[config.mk]
export PLATFORM = sky130hd
export DESIGN_NAME = reg_write_arbiter_flat
export DESIGN_NICKNAME = d
export VERILOG_FILES = /design/src/rtl/reg_write_arbiter_if.sv /design/src/rtl/reg_write_arbiter.sv /design/src/flat_wrapper.sv
export SDC_FILE = /design/constraint.sdc
export NUM_CORES = 1
export LEC_CHECK = 0
export ABC_AREA = 1
export BUFFER_PORTS_ARGS = -buffer_cell sky130_fd_sc_hd__buf_2
export CORE_AREA = 2 2 62 64
export DETAILED_ROUTE_END_ITERATION = 6
export DIE_AREA = 0 0 64 66
export PLACE_DENSITY_LB_ADDON = 0.08
export SYNTH_ARGS = -nofsm -noshare
export SYNTH_HDL_FRONTEND = slang
export SYNTH_SLANG_ARGS = --single-unit
[constraint.sdc]
create_clock -name Clock -period 1.4 [get_ports Clock]
set_clock_uncertainty 0.05 [all_clocks]
set_input_delay 0.21 -clock Clock [delete_from_list [all_inputs] [get_ports Clock]]
set_output_delay 0.21 -clock Clock [all_outputs]
set_load 0.01 [all_outputs]
[src/rtl/reg_write_arbiter_if.sv]
// Writeback bus between the requesters/issue logic and the register write arbiter.
// Carries request handshakes, the registered register-file write port and the
// per-register pending-write scoreboard.
interface reg_write_arbiter_if #(
    parameter int NREQ = 2,
    parameter int DW   = 16,
    parameter int AW   = 3
);
    logic [NREQ-1:0]    ReqValid;
    logic [NREQ*AW-1:0] ReqAddr;
    logic [NREQ*DW-1:0] ReqData;
    logic [NREQ-1:0]    ReqReady;

    logic               We;
    logic [AW-1:0]      Rw;
    logic [DW-1:0]      WData;

    logic               Reserve;
    logic [AW-1:0]      ResAddr;
    logic [2**AW-1:0]   Busy;

    // Requester / issue-logic side
    modport master (
        output ReqValid, ReqAddr, ReqData, Reserve, ResAddr,
        input  ReqReady, We, Rw, WData, Busy
    );

    // Arbiter side
    modport slave (
        input  ReqValid, ReqAddr, ReqData, Reserve, ResAddr,
        output ReqReady, We, Rw, WData, Busy
    );
endinterface

[src/rtl/reg_write_arbiter.sv]
// Round-robin arbiter sharing the single register-file write port between NREQ
// writeback requesters. The write port is driven from flops, so a write commits
// one cycle after its handshake. A per-register scoreboard tracks reserved
// destinations until their write commits.
module reg_write_arbiter #(
    parameter int NREQ = 2,
    parameter int DW   = 16,
    parameter int AW   = 3
) (
    input  logic                Clock,
    input  logic                nReset,
    reg_write_arbiter_if.slave  bus
);
    localparam int PW   = (NREQ > 2) ? 2 : 1;
    localparam int NREG = 2**AW;

    logic [PW-1:0]   ptr_q, ptr_d;
    logic            we_q, we_d;
    logic [AW-1:0]   rw_q, rw_d;
    logic [DW-1:0]   wdata_q, wdata_d;
    logic [NREG-1:0] busy_q, busy_d;

    logic [NREQ-1:0] gnt;
    logic            gnt_vld;
    logic [PW-1:0]   gnt_idx;

    // Grant: scan from the pointer, wrapping, first valid requester wins.
    // Held at zero while reset is asserted so no handshake is advertised.
    always_comb begin
        int idx;
        idx     = 0;
        gnt     = '0;
        gnt_vld = 1'b0;
        gnt_idx = '0;
        for (int k = 0; k < NREQ; k++) begin
            idx = int'(ptr_q) + k;
            if (idx >= NREQ) idx = idx - NREQ;
            if (!gnt_vld && bus.ReqValid[idx] && nReset) begin
                gnt_vld = 1'b1;
                gnt_idx = PW'(idx);
            end
        end
        if (gnt_vld) gnt[gnt_idx] = 1'b1;
    end

    // Next state of the write port, RR pointer and scoreboard.
    always_comb begin
        ptr_d   = ptr_q;
        we_d    = 1'b0;
        rw_d    = rw_q;
        wdata_d = wdata_q;
        if (gnt_vld) begin
            rw_d    = bus.ReqAddr[gnt_idx*AW +: AW];
            wdata_d = bus.ReqData[gnt_idx*DW +: DW];
            // r0 is hardwired zero: the handshake completes but nothing is written.
            we_d    = (rw_d != '0);
            ptr_d   = (int'(gnt_idx) == NREQ-1) ? '0 : gnt_idx + 1'b1;
        end

        // Commit clears first, then a reservation sets: a same-edge reserve
        // of the committing register belongs to the new owner and stays set.
        busy_d = busy_q;
        if (we_q) busy_d[rw_q] = 1'b0;
        if (bus.Reserve && (bus.ResAddr != '0)) busy_d[bus.ResAddr] = 1'b1;
        busy_d[0] = 1'b0;
    end

    // State registers; reset drops any write not yet committed.
    always_ff @(posedge Clock or negedge nReset) begin
        if (!nReset) begin
            ptr_q   <= '0;
            we_q    <= 1'b0;
            rw_q    <= '0;
            wdata_q <= '0;
            busy_q  <= '0;
        end else begin
            ptr_q   <= ptr_d;
            we_q    <= we_d;
            rw_q    <= rw_d;
            wdata_q <= wdata_d;
            busy_q  <= busy_d;
        end
    end

    assign bus.ReqReady = gnt;
    assign bus.We       = we_q;
    assign bus.Rw       = rw_q;
    assign bus.WData    = wdata_q;
    assign bus.Busy     = busy_q;
endmodule
[src/flat_wrapper.sv]
// flat-port wrapper written by rule: the top's interface ports become plain ports
module reg_write_arbiter_flat 
#(
    parameter int NREQ = 2,
    parameter int DW   = 16,
    parameter int AW   = 3
)
  (Clock, nReset, bus_ReqValid, bus_ReqAddr, bus_ReqData, bus_Reserve, bus_ResAddr, bus_ReqReady, bus_We, bus_Rw, bus_WData, bus_Busy);
  reg_write_arbiter_if #(.NREQ(NREQ), .DW(DW), .AW(AW)) bus_i ();
  input  logic Clock;
  input  logic nReset;
  input wire logic [$bits(bus_i.ReqValid)-1:0] bus_ReqValid;
  input wire logic [$bits(bus_i.ReqAddr)-1:0] bus_ReqAddr;
  input wire logic [$bits(bus_i.ReqData)-1:0] bus_ReqData;
  input wire logic [$bits(bus_i.Reserve)-1:0] bus_Reserve;
  input wire logic [$bits(bus_i.ResAddr)-1:0] bus_ResAddr;
  output wire logic [$bits(bus_i.ReqReady)-1:0] bus_ReqReady;
  output wire logic [$bits(bus_i.We)-1:0] bus_We;
  output wire logic [$bits(bus_i.Rw)-1:0] bus_Rw;
  output wire logic [$bits(bus_i.WData)-1:0] bus_WData;
  output wire logic [$bits(bus_i.Busy)-1:0] bus_Busy;
  assign bus_i.ReqValid = bus_ReqValid;
  assign bus_i.ReqAddr = bus_ReqAddr;
  assign bus_i.ReqData = bus_ReqData;
  assign bus_i.Reserve = bus_Reserve;
  assign bus_i.ResAddr = bus_ResAddr;
  assign bus_ReqReady = bus_i.ReqReady;
  assign bus_We = bus_i.We;
  assign bus_Rw = bus_i.Rw;
  assign bus_WData = bus_i.WData;
  assign bus_Busy = bus_i.Busy;
  reg_write_arbiter #(.NREQ(NREQ), .DW(DW), .AW(AW)) u_core (.Clock(Clock), .nReset(nReset), .bus(bus_i));
endmodule
==> results.md <==
| Group | Quantity | This run |
| --- | --- | --- |
| status | Result of the run | complete, but fails checks |
| status | Failing checks | setup timing |
| yosys | Register bit count reported by yosys | 28 |
| die | Core Region | 3550 um^2 |
| yosys | Post-synthesis average cell area | 8.22 um^2 |
| drt | Initial DRC count | 72 |
| clock network | Total number of H-tree levels | 1 |
| global routing | Total Routing Usage GR | 17.0% |
| power | Overall power | 2.12 mW |
| yosys | Synthesized netlist net count | 210 |
| power | Standby leakage power | 0.993 nW |
| yosys | Post-synthesis cell area | 1350 um^2 |
| finish | Register cell area after layout | 701 um^2 |
| power | PwrDens | 1100 nW/um^2 |
| setup path | List of cells traversed by the critical path | inv_2, nand2_4, nand2_4, nand2_4, inv_2, buf_6 |
| sta | Final setup violation count | 1 |
| clock network | Clock Sink Count | 28 |
| setup path | Cell occurring most often along the worst timing path | nand2_4 |
| yosys | Ranking of synthesized cells by instance count | nand2_1, a21oi_1, dfrtp_1 |
| yosys | Async set-or-reset flop fraction in the synthesized netlist | 100% |
| drt | Post-detailed-route via-to-cell ratio | 4.64 |
| finish | Proportion of layout cells with a drive suffix above 1 | 41.4% |
| sta | Max frequency | 711 MHz |
| die | Number of placement rows | 22 |
| drt | Number of iterations in the first detailed-routing pass | 4 |
| worst hold path | Class of the worst hold path | input port to flop |
| setup path | Worst Setup End Kind | output port |
| global routing | GRT Residual Overflow | 0 |
| die | Initial Utilization | 37.9% |
| finish | Layout Nets | 298 |
| drt | Total vias in the final route | 1387 |
| yosys | Number of distinct library cells after synthesis | 21 |
| setup path | Kind of critical path | flop to output port |
| yosys | Cell taking the most area after synthesis | dfrtp_1 |
| yosys | YS warnings | 0 |
| yosys | Number of cells produced by synthesis | 164 |
| yosys | Most frequent cell after synthesis | nand2_1 |
| setup path | Top fanout value on the critical path | 4 |
| setup path | Slowest cell on crit path | dfrtp_1 |
| sta | Hold Violations, Final | 0 |
| sta | RSZ-0062 raised after global routing | yes |
| setup path | Stage delay of the slowest cell on the critical path | 0.40 ns |
| finish | Final antenna diode count | 0 |
| global routing | Maximum number of pins on one net before global-route repair | 28 |
| setup path | Critical path data required time | 1.14 ns |
| clock network | Maximum buffer depth of the clock tree | 2 |
| sta | Final hold slack | 0.0570 ns |
| placement | Post-placement setup slack | 0.136 ns |
| clock network | CTS clk-pin slew, worst paths | 0.15 ns |
| clock network | Worst skew pair latency | 0.32 ns |
| placement | Number of port buffers | 74 |
| die | Boundary pin count | 76 |
| sta | Final Slew Violations | 0 |
| drt | Antenna violation net count after detailed routing | 0 |
| finish | Combined area of the multi-input logic cells | 529 um^2 |
| drt | Remaining DRCs | 0 |
| yosys | Post-synth top area share | 52.0% |
| yosys | Part of the Yosys area used for sequential elements | 52.0% |
| global routing | First-pass GRT wire length | 5.71 mm |
| finish | Final Instance Count excl. Fillers | 299 |
| global routing | Vias in the first global route | 1345 |
| finish | Growth of design area from synthesis to finish | 42.4% |
| yosys | Count of flip-flops with a built-in enable after synthesis | 0 |
| power | Max VDD drop | 381 uV |
| clock network | Clk root buf | clkbuf_4 |
| clock network | Clock buffer count from CTS | 3 |
| drt | Routed Wire Length | 3.35 mm |
| setup path | CP startpoint kind | flop |
| global routing | Number of antenna violations at the first check in global routing | 0 |
| setup path | Number of cells on the worst reg-to-reg path | 8 |
| yosys | Synth Flop Type | dfrtp_1 |
| die | Vertical extent of the die | 66 um |
| placement | Gpl congestion | 0.770 |
| sta | Worst-case setup margin in the final layout | -0.00632 ns |
| worst hold path | Worst hold path stage count | 3 |
| sta | Post-layout min period | 1.41 ns |
| die | Die Outline Area | 4220 um^2 |
| yosys | Largest cells by area after synthesis | dfrtp_1, a21oi_1, nand2_1, o21ai_0, nor2_1 |
| drt | Drt wl/cell | 11.2 um |
| placement | HPWL after detailed placement | 2.52 mm |
| sta | Final worst path period share | 100% |
| job | Max-capacitance violation count | 0 |
| placement | Inst Count DP | 286 |
| finish | Layout filler cell count | 345 |
| setup path | Worst path arrival time | 1.15 ns |
| die | Width of the die | 64 um |
| clock network | Clock tree from TritonCTS | yes |
==> sequential cells by signal (all words and copies together) (netlist names) <==
signal,flops
u_core.bus.Rw,3
u_core.bus.Busy,7
u_core.ptr_q,1
u_core.bus.We,1
u_core.bus.WData,16
==> worst max-delay path: cells and delay by family (launching register included) <==
family | cells | cell delay [ns]
buffers and inverters | 3 | 0.21
DFF | 1 | 0.40
and+or+nand+nor | 3 | 0.20
==> layout by cell type, fill, tap and decap left out, types with 2 or more instances in the layout <==
cell type and count:
a21oi_1 31, buf_2 72, buf_4 15, buf_6 2, clkbuf_4 3, dfrtp_1 28, inv_1 12, inv_2 2
nand2_1 33, nand2_4 3, nand3_1 6, nor2_1 16, o21ai_0 13, o21ai_1 3
==> per-layer routing <==
layer	vias up	share of wire, %	global-route usage [%]
met5	-	0	0
met2	47	48	29.7
met1	635	45	22.0
met4	0	0.42	4.08
li1	703	-	-
met3	2	6.4	2.56
==> kinds of logic after synthesis <==
logic type,count (synthesis),share of synthesized area (%)
DFF,28,52.0
and+or+nand+nor,62,19.4
AOI/OAI and AO/OA,49,18.7
other,1,0.278
buffers and inverters,24,9.66
==> final cells by class <==
cell class	instances	area share (%)
clock buffer	4	1.89
inverter	16	3.52
multi-input combinational	112	27.6
sequential	28	36.5
tap	48	3.13
timing repair buffer	91	27.4
==> repair_timing <==
item                                   4_1_cts  5_1_grt
cloned                                       0        0
setup endpoints to repair                    2        2
pin swaps                                    2        2
setup buffers                                6        2
resized for setup                            4        4
endpoints found under the hold margin       28       28
==> through the flow <==
stage	setup TNS [ns]	utilization, %	cell area [um^2]
floorplan	0	-	1350
CTS	-0.0601	52.9	1880
global route	-0.128	54.1	1920
finish	-0.00632	54.1	1920
global placement	0	50.2	1780
detailed placement	0	50.2	1780
==> final timing paths <==
| check | startpoint | endpoint | slack [ns] |
|---|---|---|---|
| worst max-delay path | u_core.ptr_q | bus_ReqReady[0] | -0.006 |
| worst min-delay path | bus_ReqData[25] | u_core.bus.WData[9] | 0.06 |
| worst max register to register | u_core.ptr_q | u_core.bus.WData[6] | 0.13 |
| worst min register to register | u_core.bus.Busy[1] | u_core.bus.Busy[1] | 0.46 |
| max in group asynchronous | nReset | u_core.bus.WData[13] | 0.54 |
| min in group asynchronous | nReset | u_core.ptr_q | 0.22 |
==> where the power goes <==
part,leakage [nW],total (mW),switching [mW],internal (mW)
clock,0.0210,0.394,0.235,0.159
combinational,0.656,0.669,0.359,0.310
sequential,0.316,1.05,0.0860,0.967
total,0.993,2.12,0.680,1.44
No activity file was read; power rests on OpenSTA's default activity.
